**config.mk**
```make
export PLATFORM = sky130hd
export DESIGN_NAME = sync_meas_flat
export DESIGN_NICKNAME = d
export VERILOG_FILES = /design/src/rtl/sync_meas_if.sv /design/src/rtl/sync_meas.sv /design/src/flat_wrapper.sv
export SDC_FILE = /design/constraint.sdc
export NUM_CORES = 1
export LEC_CHECK = 0
export BUFFER_PORTS_ARGS = -buffer_cell sky130_fd_sc_hd__buf_2
export CAP_MARGIN = 20
export CORE_MARGIN = 5
export CORE_UTILIZATION = 35
export DETAILED_ROUTE_END_ITERATION = 6
export PLACE_DENSITY = 0.5
export SLEW_MARGIN = 10
export SYNTH_ARGS = -nofsm -noshare
export SYNTH_HDL_FRONTEND = slang
export SYNTH_SLANG_ARGS = --single-unit
```
**constraint.sdc**
```tcl
create_clock -name PCLK_in -period 9.3 [get_ports PCLK_in]
set_clock_uncertainty 0.1 [all_clocks]
set_input_delay 0.465 -clock PCLK_in [delete_from_list [all_inputs] [get_ports PCLK_in]]
set_output_delay 0.465 -clock PCLK_in [all_outputs]
set_load 0.02 [all_outputs]
```
**src/rtl/sync_meas_if.sv**
```systemverilog
// Sync inputs from the TVP7002 input stage and the timing figures measured from them.
interface sync_meas_if;
   logic        HSYNC_in;
   logic        VSYNC_in;
   logic        FID_in;
   logic        hs_pol;
   logic        vs_pol;
   logic [11:0] h_total;
   logic [7:0]  h_synclen;
   logic [10:0] v_total;
   logic        interlaced;
   logic        h_unstable;
   logic        v_unstable;
   logic        field_pulse;

   modport master (
      output HSYNC_in, VSYNC_in, FID_in, hs_pol, vs_pol,
      input  h_total, h_synclen, v_total, interlaced, h_unstable, v_unstable, field_pulse
   );

   modport slave (
      input  HSYNC_in, VSYNC_in, FID_in, hs_pol, vs_pol,
      output h_total, h_synclen, v_total, interlaced, h_unstable, v_unstable, field_pulse
   );
endinterface

```
**src/rtl/sync_meas.sv**
```systemverilog
// Measures line period, hsync width, field length and interlace from latched syncs.
// h_total is published only after STABLE_LINES consecutive matching line periods.
module sync_meas #(
   parameter int H_TOL        = 2,
   parameter int STABLE_LINES = 4
) (
   input logic         PCLK_in,
   input logic         reset_n,
   sync_meas_if.slave  bus
);
   localparam int MW = $clog2(STABLE_LINES + 1);

   logic          hs_q, hs_prev, vs_q, vs_prev;
   logic          h_lead, h_trail, v_lead;
   logic [11:0]   hcnt, candidate;
   logic [MW-1:0] match_cnt, match_next;
   logic [7:0]    hslen;
   logic [10:0]   vcnt, v_diff;
   logic [12:0]   period, h_diff;
   logic          h_match, v_near;
   logic          v_valid, fid_prev, fid_diff, fid_diff_last;

   assign h_lead   = hs_q & ~hs_prev;
   assign h_trail  = ~hs_q & hs_prev;
   assign v_lead   = vs_q & ~vs_prev;
   assign fid_diff = bus.FID_in ^ fid_prev;

   always_comb begin
      period     = {1'b0, hcnt} + 13'd1;
      h_diff     = (period >= {1'b0, candidate}) ? period - {1'b0, candidate}
                                                 : {1'b0, candidate} - period;
      h_match    = (h_diff <= 13'(H_TOL));
      match_next = (match_cnt == MW'(STABLE_LINES)) ? match_cnt : match_cnt + MW'(1);
      v_diff     = (vcnt >= bus.v_total) ? vcnt - bus.v_total : bus.v_total - vcnt;
      v_near     = (v_diff <= 11'd1);
   end

   // Syncs normalised to active-high, then one register stage feeding edge detect.
   always_ff @(posedge PCLK_in or negedge reset_n) begin
      if (!reset_n) begin
         hs_q    <= 1'b0;
         hs_prev <= 1'b0;
         vs_q    <= 1'b0;
         vs_prev <= 1'b0;
      end else begin
         // NOTE: non-blocking, so hs_prev takes the old hs_q and the edge pair stays one cycle apart.
         hs_q    <= bus.HSYNC_in ^ ~bus.hs_pol;
         hs_prev <= hs_q;
         vs_q    <= bus.VSYNC_in ^ ~bus.vs_pol;
         vs_prev <= vs_q;
      end
   end

   always_ff @(posedge PCLK_in or negedge reset_n) begin
      if (!reset_n) begin
         hcnt           <= '0;
         candidate      <= '0;
         match_cnt      <= '0;
         hslen          <= '0;
         bus.h_total    <= '0;
         bus.h_synclen  <= '0;
         bus.h_unstable <= 1'b1;
      end else begin
         if (h_lead)
            hcnt <= '0;
         else if (hcnt != '1)
            hcnt <= hcnt + 12'd1;

         // A saturated counter means hsync was lost; the edge that ends it is not a valid period.
         if (hcnt == '1) begin
            bus.h_unstable <= 1'b1;
            bus.h_total    <= '0;
            match_cnt      <= '0;
         end else if (h_lead) begin
            if (h_match) begin
               match_cnt <= match_next;
               if (match_next == MW'(STABLE_LINES)) begin
                  bus.h_total    <= candidate;
                  bus.h_unstable <= 1'b0;
               end
            end else begin
               candidate      <= hcnt + 12'd1;
               match_cnt      <= '0;
               bus.h_unstable <= 1'b1;
            end
         end

         if (h_lead)
            hslen <= 8'd1;
         else if (hs_q && hslen != 8'hFF)
            hslen <= hslen + 8'd1;
         if (h_trail)
            bus.h_synclen <= hslen;
      end
   end

   always_ff @(posedge PCLK_in or negedge reset_n) begin
      if (!reset_n) begin
         vcnt            <= '0;
         v_valid         <= 1'b0;
         fid_prev        <= 1'b0;
         fid_diff_last   <= 1'b0;
         bus.v_total     <= '0;
         bus.v_unstable  <= 1'b1;
         bus.interlaced  <= 1'b0;
         bus.field_pulse <= 1'b0;
      end else begin
         bus.field_pulse <= v_lead;
         // V edge wins over a coincident H edge: that line belongs to the new field, which starts at 0.
         if (v_lead) begin
            bus.v_total    <= vcnt;
            vcnt           <= '0;
            bus.v_unstable <= !(v_valid && v_near);
            v_valid        <= 1'b1;
            fid_prev       <= bus.FID_in;
            fid_diff_last  <= fid_diff;
            if (!fid_diff)
               bus.interlaced <= 1'b0;
            else if (fid_diff_last)
               bus.interlaced <= 1'b1;
         end else if (vcnt == '1) begin
            bus.v_unstable <= 1'b1;
            bus.v_total    <= '0;
            bus.interlaced <= 1'b0;
            v_valid        <= 1'b0;
            fid_diff_last  <= 1'b0;
         end else if (h_lead) begin
            vcnt <= vcnt + 11'd1;
         end
      end
   end
endmodule

```
**src/flat_wrapper.sv**
```systemverilog
// flat-port wrapper written by rule: the top's interface ports become plain ports
module sync_meas_flat 
#(
   parameter int H_TOL        = 2,
   parameter int STABLE_LINES = 4
)
  (PCLK_in, reset_n, bus_HSYNC_in, bus_VSYNC_in, bus_FID_in, bus_hs_pol, bus_vs_pol, bus_h_total, bus_h_synclen, bus_v_total, bus_interlaced, bus_h_unstable, bus_v_unstable, bus_field_pulse);
  sync_meas_if bus_i ();
  input logic PCLK_in;
  input logic reset_n;
  input wire logic [$bits(bus_i.HSYNC_in)-1:0] bus_HSYNC_in;
  input wire logic [$bits(bus_i.VSYNC_in)-1:0] bus_VSYNC_in;
  input wire logic [$bits(bus_i.FID_in)-1:0] bus_FID_in;
  input wire logic [$bits(bus_i.hs_pol)-1:0] bus_hs_pol;
  input wire logic [$bits(bus_i.vs_pol)-1:0] bus_vs_pol;
  output wire logic [$bits(bus_i.h_total)-1:0] bus_h_total;
  output wire logic [$bits(bus_i.h_synclen)-1:0] bus_h_synclen;
  output wire logic [$bits(bus_i.v_total)-1:0] bus_v_total;
  output wire logic [$bits(bus_i.interlaced)-1:0] bus_interlaced;
  output wire logic [$bits(bus_i.h_unstable)-1:0] bus_h_unstable;
  output wire logic [$bits(bus_i.v_unstable)-1:0] bus_v_unstable;
  output wire logic [$bits(bus_i.field_pulse)-1:0] bus_field_pulse;
  assign bus_i.HSYNC_in = bus_HSYNC_in;
  assign bus_i.VSYNC_in = bus_VSYNC_in;
  assign bus_i.FID_in = bus_FID_in;
  assign bus_i.hs_pol = bus_hs_pol;
  assign bus_i.vs_pol = bus_vs_pol;
  assign bus_h_total = bus_i.h_total;
  assign bus_h_synclen = bus_i.h_synclen;
  assign bus_v_total = bus_i.v_total;
  assign bus_interlaced = bus_i.interlaced;
  assign bus_h_unstable = bus_i.h_unstable;
  assign bus_v_unstable = bus_i.v_unstable;
  assign bus_field_pulse = bus_i.field_pulse;
  sync_meas #(.H_TOL(H_TOL), .STABLE_LINES(STABLE_LINES)) u_core (.PCLK_in(PCLK_in), .reset_n(reset_n), .bus(bus_i));
endmodule
```
* Word-level counts from Yosys, hierarchy flattened *
Cells that the tools add are included.

word-level totals
  bits of input ports = 7
  output and inout port bits = 35
  bits in registers = 88

cells by class
  bitwise operators = 13
  reduce and logical (&&, ||, !) cells = 15
  magnitude comparators = 4
  muxes and demuxes = 31
  $add $sub $neg = 9
  eq/ne operators = 9

operators by type and width
  operator                                                                            number
  12-bit 2-to-1 mux                                                                   6
  11-bit 2-to-1 mux                                                                   6
  11-bit subtractor                                                                   2
  8-bit 2-to-1 mux                                                                    2
  2-bit nonzero test                                                                  7
  12-bit by 1-bit adder with 13-bit output (second input constant)                    1
  13-bit by 12-bit greater-or-equal comparator with 1-bit output                      1
  13-bit by 2-bit less-or-equal comparator with 1-bit output (second input constant)  1
  13-bit 2-to-1 mux                                                                   1
  12-bit by 13-bit subtractor with 13-bit output                                      1
  13-bit by 12-bit subtractor with 13-bit output                                      1
  12-bit by 1-bit adder with 12-bit output (second input constant)                    1
  12-bit == test (second input constant)                                              1
  1-bit 2-to-1 mux                                                                    12
  3-bit 2-to-1 mux                                                                    4
  12-bit inequality test (second input constant)                                      1
  11-bit by 1-bit adder with 11-bit output (second input constant)                    1
  11-bit == test (second input constant)                                              1
  11-bit greater-or-equal comparator                                                  1
  11-bit by 1-bit less-or-equal comparator with 1-bit output (second input constant)  1
  8-bit by 1-bit adder with 8-bit output (second input constant)                      1
  8-bit inequality test (second input constant)                                       1
  1-bit inverter                                                                      7
  3-bit == test (second input constant)                                               2
  9 further kinds                                                                     18

* Depth between registers and ports, before layout *
  word-level depth = 7
  depth in mapped cells = 18
  depth with buffers taken out = 16

* Worst setup path before layout *
Ideal clock, no wire load.

  kind = flip-flop to flip-flop
  start point = register u_core.hcnt[0]
  end point = register u_core.candidate[10]
  data arrival time = 3.669 ns
  stages on the path, launching flop included = 18
  slack = 5.408 ns
  library setup time = 0.123 ns
  clock period less this slack = 3.892 ns
  cells stage by stage = dfrtp_1 > ha_1 > nand3_1 > nor2_1 > and4_1 > xor2_1 > ha_1 > buf_6 > nand4_1 > nor4_1 > a311oi_2 > o311ai_1 > mux4_2 > a21boi_4 > or3_1 > buf_6 > buf_12 > mux2i_1

between the ends
  longest elaborated chain between the ends = 6

ends and longest elaborated chain
  what                                                                          line             text
  from (decl)                                                                   sync_meas.sv:15  logic [11:0] hcnt, candidate;
  from (signal assigned)                                                        sync_meas.sv:67  hcnt <= hcnt + 12'd1;
  12-bit by 1-bit adder with 13-bit output *                                    sync_meas.sv:29  period = {1'b0, hcnt} + 13'd1;
  net u_core.period[8]                                                          sync_meas.sv:19  logic [12:0] period, h_diff;
  12-bit by 13-bit subtractor with 13-bit output, or another cell as far along  sync_meas.sv:31  : {1'b0, candidate} - period;
  13-bit 2-to-1 mux *                                                           sync_meas.sv:30  h_diff = (period >= {1'b0, candidate}) ? period - {1'b0, candidate}
  13-bit by 2-bit less-or-equal comparator with 1-bit output *                  sync_meas.sv:32  h_match = (h_diff <= 13'(H_TOL));
  1-bit inverter (no source line) *                                             n/a
  3-bit AND reduction (no source line) *                                        n/a
  to (signal assigned)                                                          sync_meas.sv:82  candidate <= hcnt + 12'd1;
  to (decl)                                                                     sync_meas.sv:15

Mark *: on every way through the listed nets, which the timed path passes. The rest lies on a longest branch.
A chain may end at the register's enable or synchronous reset.

* Worst setup path after layout *
  start point = register u_core.hcnt[0]
  end point = register u_core.candidate[7]

The elaborated chain is that of the path after synthesis.

==> key figures <==
Route
  – Average routed wire per standard cell: 16.10 microns
  – Drt first pass iters: 6
  – Total number of vias: 4936
  – Total Wirelength: 15.17 mm
  – # DRC: 0
  – Final ANT Viol Nets: 0
  – Via-per-instance ratio: 5.240
  – Initial DRC count: 293

Clocking
  – CTS Buf Count: 9
  – CTS tree: built
  – Max clock buf depth: 2
  – Clock Pin Slew Worst Setup and Hold Paths: 0.07 ns
  – Sink Count: 88
  – Setup bufs post-CTS: 0
  – Post-CTS sizing: 0
  – Clock latency on the worst-skew pair: 0.34 ns
  – CTS Hold Buffers Added: 1
  – Clock root cell: clkbuf_16
  – Max H-tree Level: 3

Logic synthesis
  – Leading area contributor after synthesis: dfrtp_1
  – Post-synth cell types: 67
  – Top post-synthesis cells by area: dfrtp_1, ha_1, mux2i_1
  – Synth top area share: 34.76%
  – Asr flop ratio synth: 100.0%
  – Syn nets: 748
  – Cells after Synth: 687
  – FF+latch count, synth: 88
  – EDFF count, synth: 0
  – Syn_area_per_cell: 9.012 sq um
  – Sequential fraction of the synthesis area: 35.61%
  – Synthesized cell area: 0.006191 sq mm
  – Top FF cell, synth: dfrtp_1
  – Yosys warns: 0

Timing
  – Endpoints failing hold: 0
  – Tcrit/Tclk final: 51.17%
  – Endpoints failing setup: 0
  – Worst Tran Pin Value: 1.010 ns
  – Tmin final: 4.759 ns
  – Setup TNS: 0 ns
  – Slew headroom: 32.69%
  – Fmax: 0.2101 GHz
  – Slew Limit Fails: 0
  – RSZ-0062 raised after global routing: false

GRT
  – GRT overflow: 0
  – First-pass GRT wire length: 25.46 mm
  – Vias in the first global route: 4977
  – Antenna violations before repair: 0
  – Total GRT Usage: 15.40%
  – Pin count of the biggest net entering global routing: 60

Placed design
  – DP HPWL: 11.57 mm
  – Port Buf Inserts: 41
  – Placed cell area: 0.006519 sq mm
  – RD Place Congestion: 0.9092

Layout
  – Share of cells above drive strength 1: 11.85%
  – Nets: 773
  – Highest-count cells in the layout ignoring fill and taps: dfrtp_1, nor2_1, inv_1, ha_1, a21oi_1
  – Most common cell after layout, fill and taps aside: dfrtp_1
  – Diode count: 0
  – Area grow syn2layout: 10.63%
  – Finished Cell Area: 0.006849 sq mm

Outcome
  – Outcome: finished clean

Hold path
  – Hold WC Path Type: in2reg
  – WHS Endpoint: u_core.vs_q$_DFF_PN0_
  – Hold Crit Depth: 2
  – Worst hold start: bus_vs_pol

Die
  – Full die area: 0.02045 sq mm
  – I/O Pins: 42
  – Row count: 48
  – Die height: 143.0 microns
  – Initial core utilization: 35.79%
  – Core area: 0.01730 sq mm
  – Die X: 143.0 microns

Power and ir drop
  – P_leak: 3.265 nW
  – Max VDD drop: 0.1485 mV
  – Power Dens Cells: 295.1 mW/mm^2

Critical path
  – WP data arrival: 4.85 ns
  – R2R depth: 14
  – Critical path launch point type: flop
  – FF-to-FF setup slack: 4.54 ns
  – RR Startpoint: u_core.hcnt[0]$_DFFE_PN0P_
  – CP max FO: 12
  – Setup Crit Path Kind: reg2reg
  – Endpoint class of the critical path: flop
  – Required @ worst endpoint: 9.39 ns
  – Reg2reg end: u_core.candidate[7]$_DFFE_PN0P_

Flow run
  – Max cap viols: 0
-- sequential cells by signal (all words and copies together), names as in the netlist --
signal	count
u_core.bus.interlaced	1
u_core.bus.v_total	11
u_core.bus.field_pulse	1
u_core.bus.h_unstable	1
u_core.bus.v_unstable	1
u_core.candidate	12
u_core.bus.h_synclen	8
u_core.bus.h_total	12
u_core.hs_prev	1
u_core.match_cnt	3
u_core.hcnt	12
u_core.vs_q	1
u_core.hs_q	1
u_core.vcnt	11
u_core.fid_prev	1
u_core.fid_diff_last	1
u_core.v_valid	1
u_core.hslen	8
u_core.vs_prev	1
-- metal layers --
metal / vias up / global-route usage, % / wire (microns)
met3: 22 / 3.416 / 482
met1: 2382 / 20.34 / 7118
met5: - / 0 / 0
li1: 2437 / - / -
met4: 0 / 4.202 / 274
met2: 95 / 25.52 / 7296
-- cell families (layout without fill, tap and decap cells) --
kind of cell / Yosys count / in the layout / share of synthesized area (%)
mux: 42 / 42 / 7.215
compound gates: 160 / 160 / 16.90
flops: 88 / 88 / 35.61
xor+xnor: 45 / 45 / 6.366
fa+ha+maj: 54 / 54 / 11.40
buf+inv: 88 / 118 / 6.366
simple gates: 210 / 210 / 16.15
-- synthesized netlist by cell type (3+ instances only) --
| library cell | instances |
|---|---|
| nand4_1 | 5 |
| mux2_2 | 11 |
| nand3_1 | 31 |
| o211ai_1 | 3 |
| ha_1 | 50 |
| nand2b_1 | 7 |
| nand3b_1 | 3 |
| and4_1 | 4 |
| nand2_1 | 48 |
| o21a_1 | 7 |
| o221ai_1 | 3 |
| mux2i_1 | 30 |
| a21oi_1 | 49 |
| and3_1 | 8 |
| buf_6 | 5 |
| a21o_1 | 11 |
| nor2b_1 | 5 |
| xnor2_1 | 30 |
| buf_2 | 4 |
| a211oi_1 | 5 |
| o21ai_0 | 42 |
| dfrtp_1 | 86 |
| or3_1 | 5 |
| nor3_1 | 14 |
| a211o_1 | 6 |
| nor2_1 | 68 |
| clkbuf_1 | 16 |
| fa_1 | 4 |
| xor2_1 | 15 |
| o31ai_1 | 3 |
| nor4_1 | 4 |
| a221oi_1 | 3 |
| a31oi_1 | 5 |
| inv_1 | 57 |
-- critical path, cell delays in order, from the launching register on --
cell      delay, ns
dfrtp_1        0.44
ha_1           0.21
nand3_1        0.12
nor2_1         0.26
and4_1         0.25
xor2_1         0.09
ha_1           0.52
nand4_1        0.24
nor4_1         0.49
a311oi_2       0.10
o311ai_1       0.17
mux4_2         0.58
a21boi_4       0.17
or3_1          0.63
mux2i_1        0.22
-- worst max path at each step --
stage / depth (start not counted) / slack (ns) / endpoint / start
finish: 14 / 4.54 / u_core.candidate[7]$_DFFE_PN0P_ / u_core.hcnt[0]$_DFFE_PN0P_
global route: 15 / 4.25 / u_core.bus.h_total[10]$_DFFE_PN0P_ / u_core.hcnt[0]$_DFFE_PN0P_
CTS: 14 / 4.62 / u_core.candidate[7]$_DFFE_PN0P_ / u_core.hcnt[0]$_DFFE_PN0P_
detailed placement: 14 / 4.62 / u_core.candidate[7]$_DFFE_PN0P_ / u_core.hcnt[0]$_DFFE_PN0P_
global placement: 15 / 4.74 / u_core.bus.h_total[11]$_DFFE_PN0P_ / u_core.hcnt[0]$_DFFE_PN0P_
floorplan: 17 / 5.41 / u_core.candidate[10]$_DFFE_PN0P_ / u_core.hcnt[0]$_DFFE_PN0P_
-- where the power goes --
group	total, mW	leakage, nW	internal [mW]	switching (mW)
Clock	0.390	0.157	0.237	0.153
Combinational	1.15	1.93	0.502	0.650
Sequential	0.480	1.18	0.432	0.0478
Total	2.02	3.26	1.17	0.851
-- metrics by stage --
step                      power (mW)  utilization, %  hold slack (ns)  setup WS, ns  cells
after detailed placement       1.623           37.69           0.2710         4.619    925
after CTS                      2.030           39.60           0.1700         4.616    942
after floorplan                1.375               -          0.06941         5.408    687
after global placement         1.631           37.69           0.2652         4.739    925
after global routing           2.180           39.60           0.1653         4.248    942
final                          2.021           39.60           0.1906         4.541    942
-- layout make-up --
cell class / instances / area (sq um)
flip-flops and latches: 88 / 2205
clock buffers: 10 / 229.0
well taps: 225 / 281.5
multi-input cells: 511 / 3592
inverters: 58 / 217.7
clock inverters: 6 / 91.34
repair buffers: 44 / 232.7
fillers: 1793 / 10450
(Power assumes the default switching activity.)
